==> config.mk <==
export PLATFORM = sky130hd
export DESIGN_NAME = fifo_s_reader
export DESIGN_NICKNAME = d
export VERILOG_FILES = /design/src/rtl/fifo_s_reader.sv
export SDC_FILE = /design/constraint.sdc
export NUM_CORES = 1
export LEC_CHECK = 0
export CAP_MARGIN = 20
export CORE_UTILIZATION = 43
export DETAILED_ROUTE_END_ITERATION = 7
export PLACE_DENSITY = 0.71
export RECOVER_POWER = 50
export REMOVE_ABC_BUFFERS = 1
export SLEW_MARGIN = 0
export SYNTH_ARGS = -nofsm -noshare
export SYNTH_HDL_FRONTEND = slang
export SYNTH_SLANG_ARGS = --single-unit
==> constraint.sdc <==
create_clock -name clk -period 2 [get_ports clk]
set_input_delay 0.2 -clock clk [delete_from_list [all_inputs] [get_ports clk]]
set_output_delay 0.2 -clock clk [all_outputs]
set_load 0.02 [all_outputs]
==> src/rtl/fifo_s_reader.sv <==
// fifo_s_reader: read-side drain engine for the fifo_s synchronous FIFO.
// Owns the FIFO read port (ren/empty/data_out) and presents the stored
// words downstream as a valid/ready stream. A 2-entry skid buffer hides
// the FIFO's one-cycle read latency so a word can leave every clock.
//
// Optional feature: define FIFO_S_READER_CNT_EN to add the 16-bit
// words_out delivered-word counter port. Without it there is no port and
// no counter logic; everything else is identical.
module fifo_s_reader #(
  parameter int WIDTH = 8
) (
  input  logic             clk,
  input  logic             reset,
  input  logic             fifo_empty,
  input  logic [WIDTH-1:0] fifo_data,
  output logic             fifo_ren,
  output logic             m_valid,
  input  logic             m_ready,
  output logic [WIDTH-1:0] m_data
`ifdef FIFO_S_READER_CNT_EN
  ,
  output logic [15:0]      words_out
`endif
);

  // Buffer state: entries held locally, a read in flight, head and tail.
  logic [1:0]       occ;
  logic             inflight;
  logic [WIDTH-1:0] head;
  logic [WIDTH-1:0] tail;

  logic [1:0]       occ_nxt;
  logic [WIDTH-1:0] head_nxt;
  logic [WIDTH-1:0] tail_nxt;
  logic [1:0]       committed;
  logic             pop;

  // Downstream side: head is always the oldest word, straight from a flop.
  assign m_valid = (occ != 2'd0);
  assign m_data  = head;
  assign pop     = m_valid & m_ready;

  // Slots already spoken for once this cycle's pop is taken out. A pop
  // implies occ >= 1, so the subtraction cannot wrap, and the invariant
  // occ + inflight <= 2 keeps the sum inside two bits.
  assign committed = occ + {1'b0, inflight} - {1'b0, pop};

  // Issue a read only when a slot will be free for the word it returns;
  // held low for the whole of reset so nothing is pulled from the FIFO.
  assign fifo_ren = !reset && !fifo_empty && (committed < 2'd2);

  // Next buffer contents: apply the pop first, then land the returning
  // word into the first free slot, which keeps FIFO order in every case.
  always_comb begin
    // NOTE: every variable gets a default before any branch, otherwise
    // the paths that do not assign it would infer a latch.
    occ_nxt  = occ;
    head_nxt = head;
    tail_nxt = tail;
    if (pop) begin
      head_nxt = tail;
      occ_nxt  = occ - 2'd1;
    end
    if (inflight) begin
      if (occ_nxt == 2'd0) begin
        head_nxt = fifo_data;
      end else begin
        tail_nxt = fifo_data;
      end
      occ_nxt = occ_nxt + 2'd1;
    end
  end

  // State register; reset discards buffered and in-flight words.
  always_ff @(posedge clk or posedge reset) begin
    if (reset) begin
      occ      <= 2'd0;
      inflight <= 1'b0;
      // NOTE: the data entries are reset too (unlike a plain storage
      // array) because m_data is driven straight from head and must read
      // zero during and right after reset.
      head     <= '0;
      tail     <= '0;
    end else begin
      // NOTE: non-blocking assignments so every flop samples the values
      // from before this edge, independent of statement order.
      occ      <= occ_nxt;
      inflight <= fifo_ren;
      head     <= head_nxt;
      tail     <= tail_nxt;
    end
  end

`ifdef FIFO_S_READER_CNT_EN
  // Delivered-word counter, wraps naturally at 16 bits.
  always_ff @(posedge clk or posedge reset) begin
    if (reset) begin
      words_out <= 16'd0;
    end else if (pop) begin
      words_out <= words_out + 16'd1;
    end
  end
`endif

`ifndef SYNTHESIS
  // Never read from an empty FIFO.
  a_no_ren_when_empty : assert property (
    @(posedge clk) disable iff (reset) fifo_ren |-> !fifo_empty);

  // Buffer plus in-flight read never exceeds the two local slots.
  a_no_overflow : assert property (
    @(posedge clk) disable iff (reset)
    ({1'b0, occ} + {2'b00, inflight}) <= 3'd2);

  // A presented word is held until it is taken.
  a_valid_hold : assert property (
    @(posedge clk) disable iff (reset)
    (m_valid && !m_ready) |=> (m_valid && $stable(m_data)));
`endif

endmodule

# [Word-level counts from Yosys, hierarchy flattened]
# Cells that the tools add are included.
[op_classes] add_sub_neg=4 multipliers=0 n_div=0 n_lt_le_gt_ge=1 n_eq_ne=0 n_shift=0 mux=5 bitwise_logic=2 n_reduce_logical=7
[ops] operator="two-way mux 8 bit" count=3
[ops] operator="two-way mux 2 bit" count=2
[ops] operator="adder 2 x 1 -> 2 bit" count=1
[ops] operator="adder 2 x 1 -> 2 bit, second input constant" count=1
[ops] operator="logical AND 1 bit" count=2
[ops] operator="zero test 1 bit" count=2
[ops] operator="zero test 2 bit" count=1
[ops] operator="less-than comparator 2 bit, second input constant" count=1
[ops] operator="AND reduction 2 bit" count=1
[ops] operator="nonzero test 2 bit" count=1
[ops] operator="subtractor 2 x 1 -> 2 bit" count=1
[ops] operator="subtractor 2 x 1 -> 2 bit, second input constant" count=1
[ops] operator="bitwise AND 1 bit" count=1
[ops] operator="NOT 1 bit" count=1
[totals] reg_bits=19 latchBits=0 ram_bits=0 rom_bits=0 out_inout_bits=10 wordCells=23 mem_count=0

# [Longest topological paths before layout]
# Gate-level depths: netlist of the first run.
[logic_depth] depth_word=6 ltp_mapped=11 ltp_nobuf=9

# [Worst setup path before layout of the first run]
# OpenSTA, ideal clock, no wires.
[synth_timing] kind="register -> output" start="reg occ[0]" end="out fifo_ren" arrival_ps=1961 path_slack_ps=-161 stages_incl_launch_ff=10 cell_sequence="dfrtp_1 inv_1 ha_1 nand2b_4 buf_12 inv_1 ha_1 nor2b_1 xnor2_1 nor3_1"
[synth_between] elab_chain_len=5
[synth_lines] element="start: declaration" line="27" source="logic [1:0] occ;"
[synth_lines] element="start signal: assignment" line="87" source="occ <= occ_nxt;"
[synth_lines] element="parallel branches: the longest is 2 deep, another holds adder 2 x 1 -> 2 bit"
[synth_lines] element="subtractor 2 x 1 -> 2 bit *" line="46" source="assign committed = occ + {1'b0, inflight} - {1'b0, pop};"
[synth_lines] element="less-than comparator 2 bit *" line="50" source="assign fifo_ren = !reset && !fifo_empty && (committed < 2'd2);"
[synth_lines] element="logical AND 1 bit *" line="50"
[synth_lines] element="end: declaration" line="16" source="output logic fifo_ren,"
# Mark *: on every way between the ends.

# [Worst setup path after layout of the first run]
[layout_timing] start="reg occ[1]" end="out fifo_ren"
# Same word-level chain as after synthesis.

==> out/results.txt, run 1 <==
Count of TritonRoute iterations in the first routing pass - 4
Total congestion overflow after global routing - 0
Placer congestion estimate - 0.7795
P&R area growth vs syn - 50.47%
Number of register bits inferred by synthesis - 19
Part of the total power dissipated in the clock network - 7.7%
Depth of the CTS H-tree - 1
Count of different cell masters after synthesis - 18
Count of nets after finishing - 129
CP max stage delay - 0.41 ns
Via Count - 704
Std-Cell Core Area - 2002 um2
Clock input transition at the sequential cells of the worst setup and hold paths - 0.11 ns
Maximum count of clock buffers along a single path - 2
Std-Cell Rows - 16
Number of maximum-capacitance constraint violations - 0
Initial Util - 46.94%
Relative slew margins - 52.33%
Sw Ratio - 35.78%
Critical path type - reg2out
Gate Count Post-Synth - 75
Standard cell with the maximum stage delay on the critical path - dfrtp_1
Number of nets with antenna violations after routing - 0
Mean routed wirelength per cell - 14.42 um
Type of origin of the critical path - flop
Final HPWL from detailed placement - 1171 um
Area post-placement - 1186 um2
Mean cell area of the mapped netlist - 12.53 um2
Critical path cell sequence - inv_2 > ha_4 > nand2b_4 > inv_2 > ha_4 > nor2b_2 > xnor2_1 > nor3_2 > buf_4
Initial antenna violation count - 0
Initial detailed-routing violation count - 10
Setup Skew - 0.004528 ns
Peak supply drop - 1.110 mV
Final hold vios - 0
Cell internal pwr - 1.611 mW
First-pass GRT wire length - 3125 um
Worst Tran Pin Value - 0.7143 ns
Later-pin clock latency in the skew report - 0.30 ns
Worst hold slack - 0.4643 ns
Die height - 48.75 um
Count of clock tree sinks - 19
Top cell family by delay on the critical path - flip-flops
RSZ-0062 raised after global routing - true
Worst hold path class - in2reg
Clock root buffer - clkbuf_4
PwrDens - 1774 nW/um2
Total CTS buffers - 3
DRC violation count after routing - 0
Relative contribution of combinational cells to total power - 64.5%
WP data required - 1.80 ns
Crit. End Element - output pin
Post-route worst setup slack - -0.03475 ns
Cell taking the most area after synthesis - dfrtp_1
GRT Resource Usage Total - 17.40%
Post-synthesis sequential area ratio - 50.60%
Post-CTS Hold Fix Bufs - 0
Cell area after technology mapping - 939.7 um2
Run status - finished, violations left
Vias in the first global route - 702
Placement Setup Slack - -0.3082 ns
Data arrival time of the worst path - 1.83 ns
Fill cell count - 168
Fraction of post-synthesis cell area in the top cell type by area - 50.60%
Maximum number of pins on one net before global-route repair - 20
Number of buffers and inverters on the critical path - 3
Violations in the final reports - negative setup slack
Top Ports - 22
Antenna cell count - 0
Final period util - 101.7%
Ratio of cells with drive above 1 in the final layout - 40.71%
Summed negative setup slack over all endpoints - -0.1192 ns
Largest driver fanout on the critical path - 2
Total wire length after detailed routing - 2019 um
Static power due to leakage - 0.6386 nW
Post-route minimum period - 2.035 ns
Port Buf Inserts - 21
Overall die area - 2376 um2
Peak clock frequency supported by timing - 491.5 MHz
Max-slew violation count - 0
Count of yosys warnings during synthesis - 0
Final Core Density - 70.63%
Die X - 48.75 um
Avg Vias per Cell - 5.029
TritonCTS clock tree - done
Area of all placed cells without fillers - 1414 um2
Switching power of the nets - 897.6 uW
Total setup violations reported at the end of the flow - 9
Top post-synthesis cells by area - dfrtp_1, mux2_2, mux2i_1, ha_1, o21ai_0
Share of power burned in registers - 27.8%
==> final cells by class <==
cell class / count / area [um2] / area share [%]
clock buffers: 3 / 22.52 / 1.593
well taps: 27 / 33.78 / 2.389
inverters: 7 / 26.28 / 1.858
multi-input cells: 47 / 501.7 / 35.49
clock inverters: 1 / 5.005 / 0.3540
repair buffers: 36 / 349.1 / 24.69
flip-flops and latches: 19 / 475.5 / 33.63
==> logic make-up after synthesis <==
logic type,after synthesis,share of synthesized area (%)
adders and majority gates,3,3.995
buffers and inverters,10,7.323
xor gates and xnor gates,4,5.727
muxes,18,20.37
AOI/OAI and AO/OA,8,4.261
and+or+nand+nor,13,7.723
DFF,19,50.60
==> through the flow <==
stage	power, mW	cells
3_5_place_dp	1.833	126
6_report	2.509	140
2_1_floorplan	1.393	72
4_1_cts	2.192	133
5_1_grt	2.689	140
3_3_place_gp	1.788	126
==> synthesized netlist by cell type, drive strengths merged <==
library cell,n
and2,1
nor3,1
xnor2,4
ha,3
inv,7
buf,3
nor2b,1
nor2,1
nand2b,1
o21ai,8
mux2i,9
mux2,9
dfrtp,19
nand2,8
==> worst reg2reg max path: stages, from the launching register on <==
cell and delay [ns]:
dfrtp_1 0.41, inv_2 0.08, ha_4 0.13, nand2b_4 0.13, buf_12 0.11, mux2i_4 0.23
inv_2 0.07, ha_4 0.17, nor2_4 0.13, buf_12 0.15, mux2_4 0.30
==> timing repair <==
item,CTS,global route
setup buffers,3,6
hold endpoints to repair,0,0
pin swaps,4,2
setup endpoints to repair,18,17
gates cloned,0,1
gates resized for setup,18,18
==> registers in the layout, summed over array words and instances (netlist names) <==
name      flops
inflight      1
m_data        8
occ           2
tail          8
==> final timing paths <==
kind / to / from / cells after the start / slack [ns]
worst max-delay path: fifo_ren / occ[1] / 9 / -0.03
worst max register to register: tail[1] / occ[1] / 10 / -0.01
max in group asynchronous: occ[1] / reset / 2 / 1.04
worst min register to register: tail[6] / tail[6] / 1 / 0.52
worst min-delay path: m_data[0] / fifo_data[0] / 3 / 0.46
min in group asynchronous: m_data[5] / reset / 2 / 0.51
==> power groups by stage <==
stage	registers, mW	clock network, mW	logic (mW)
2_1_floorplan	0.784	0	0.609
3_3_place_gp	0.687	0	1.10
3_5_place_dp	0.700	0	1.13
4_1_cts	0.694	0.203	1.29
5_1_grt	0.722	0.215	1.75
6_report	0.697	0.194	1.62
==> cell usage in the layout, fill, tap and decap left out, drive strengths merged, types with 2 or more instances in the layout <==
master         netlist  routed
clkdlybuf4s50        0      19
o21ai                8       8
ha                   3       3
inv                  7       7
dfrtp               19      19
clkbuf               0       3
buf                  3      16
nand2                8       8
mux2i                9       9
xnor2                4       4
and2                 1       2
mux2                 9       9
==> routing by layer <==
| layer | vias to the layer above | wire length, um | track usage (%) |
|---|---|---|---|
| met5 | - | 0 | 0 |
| met4 | 0 | 46 | 7.353 |
| met3 | 8 | 75 | 3.145 |
| met2 | 16 | 1076 | 31.94 |
| met1 | 355 | 821 | 19.51 |
| li1 | 325 | - | - |
Note: power is estimated with default switching activity, not from simulation.
==> run 2: changes to the inputs <==
--- a/config.mk
+++ b/config.mk
@@ -11,6 +11,7 @@
 export PLACE_DENSITY = 0.71
 export RECOVER_POWER = 50
 export REMOVE_ABC_BUFFERS = 1
+export SKIP_LAST_GASP = 1
 export SLEW_MARGIN = 0
 export SYNTH_ARGS = -nofsm -noshare
 export SYNTH_HDL_FRONTEND = slang
==> results of run 2 <==
Final layout, timing and power as in run 1 (identical DEF).
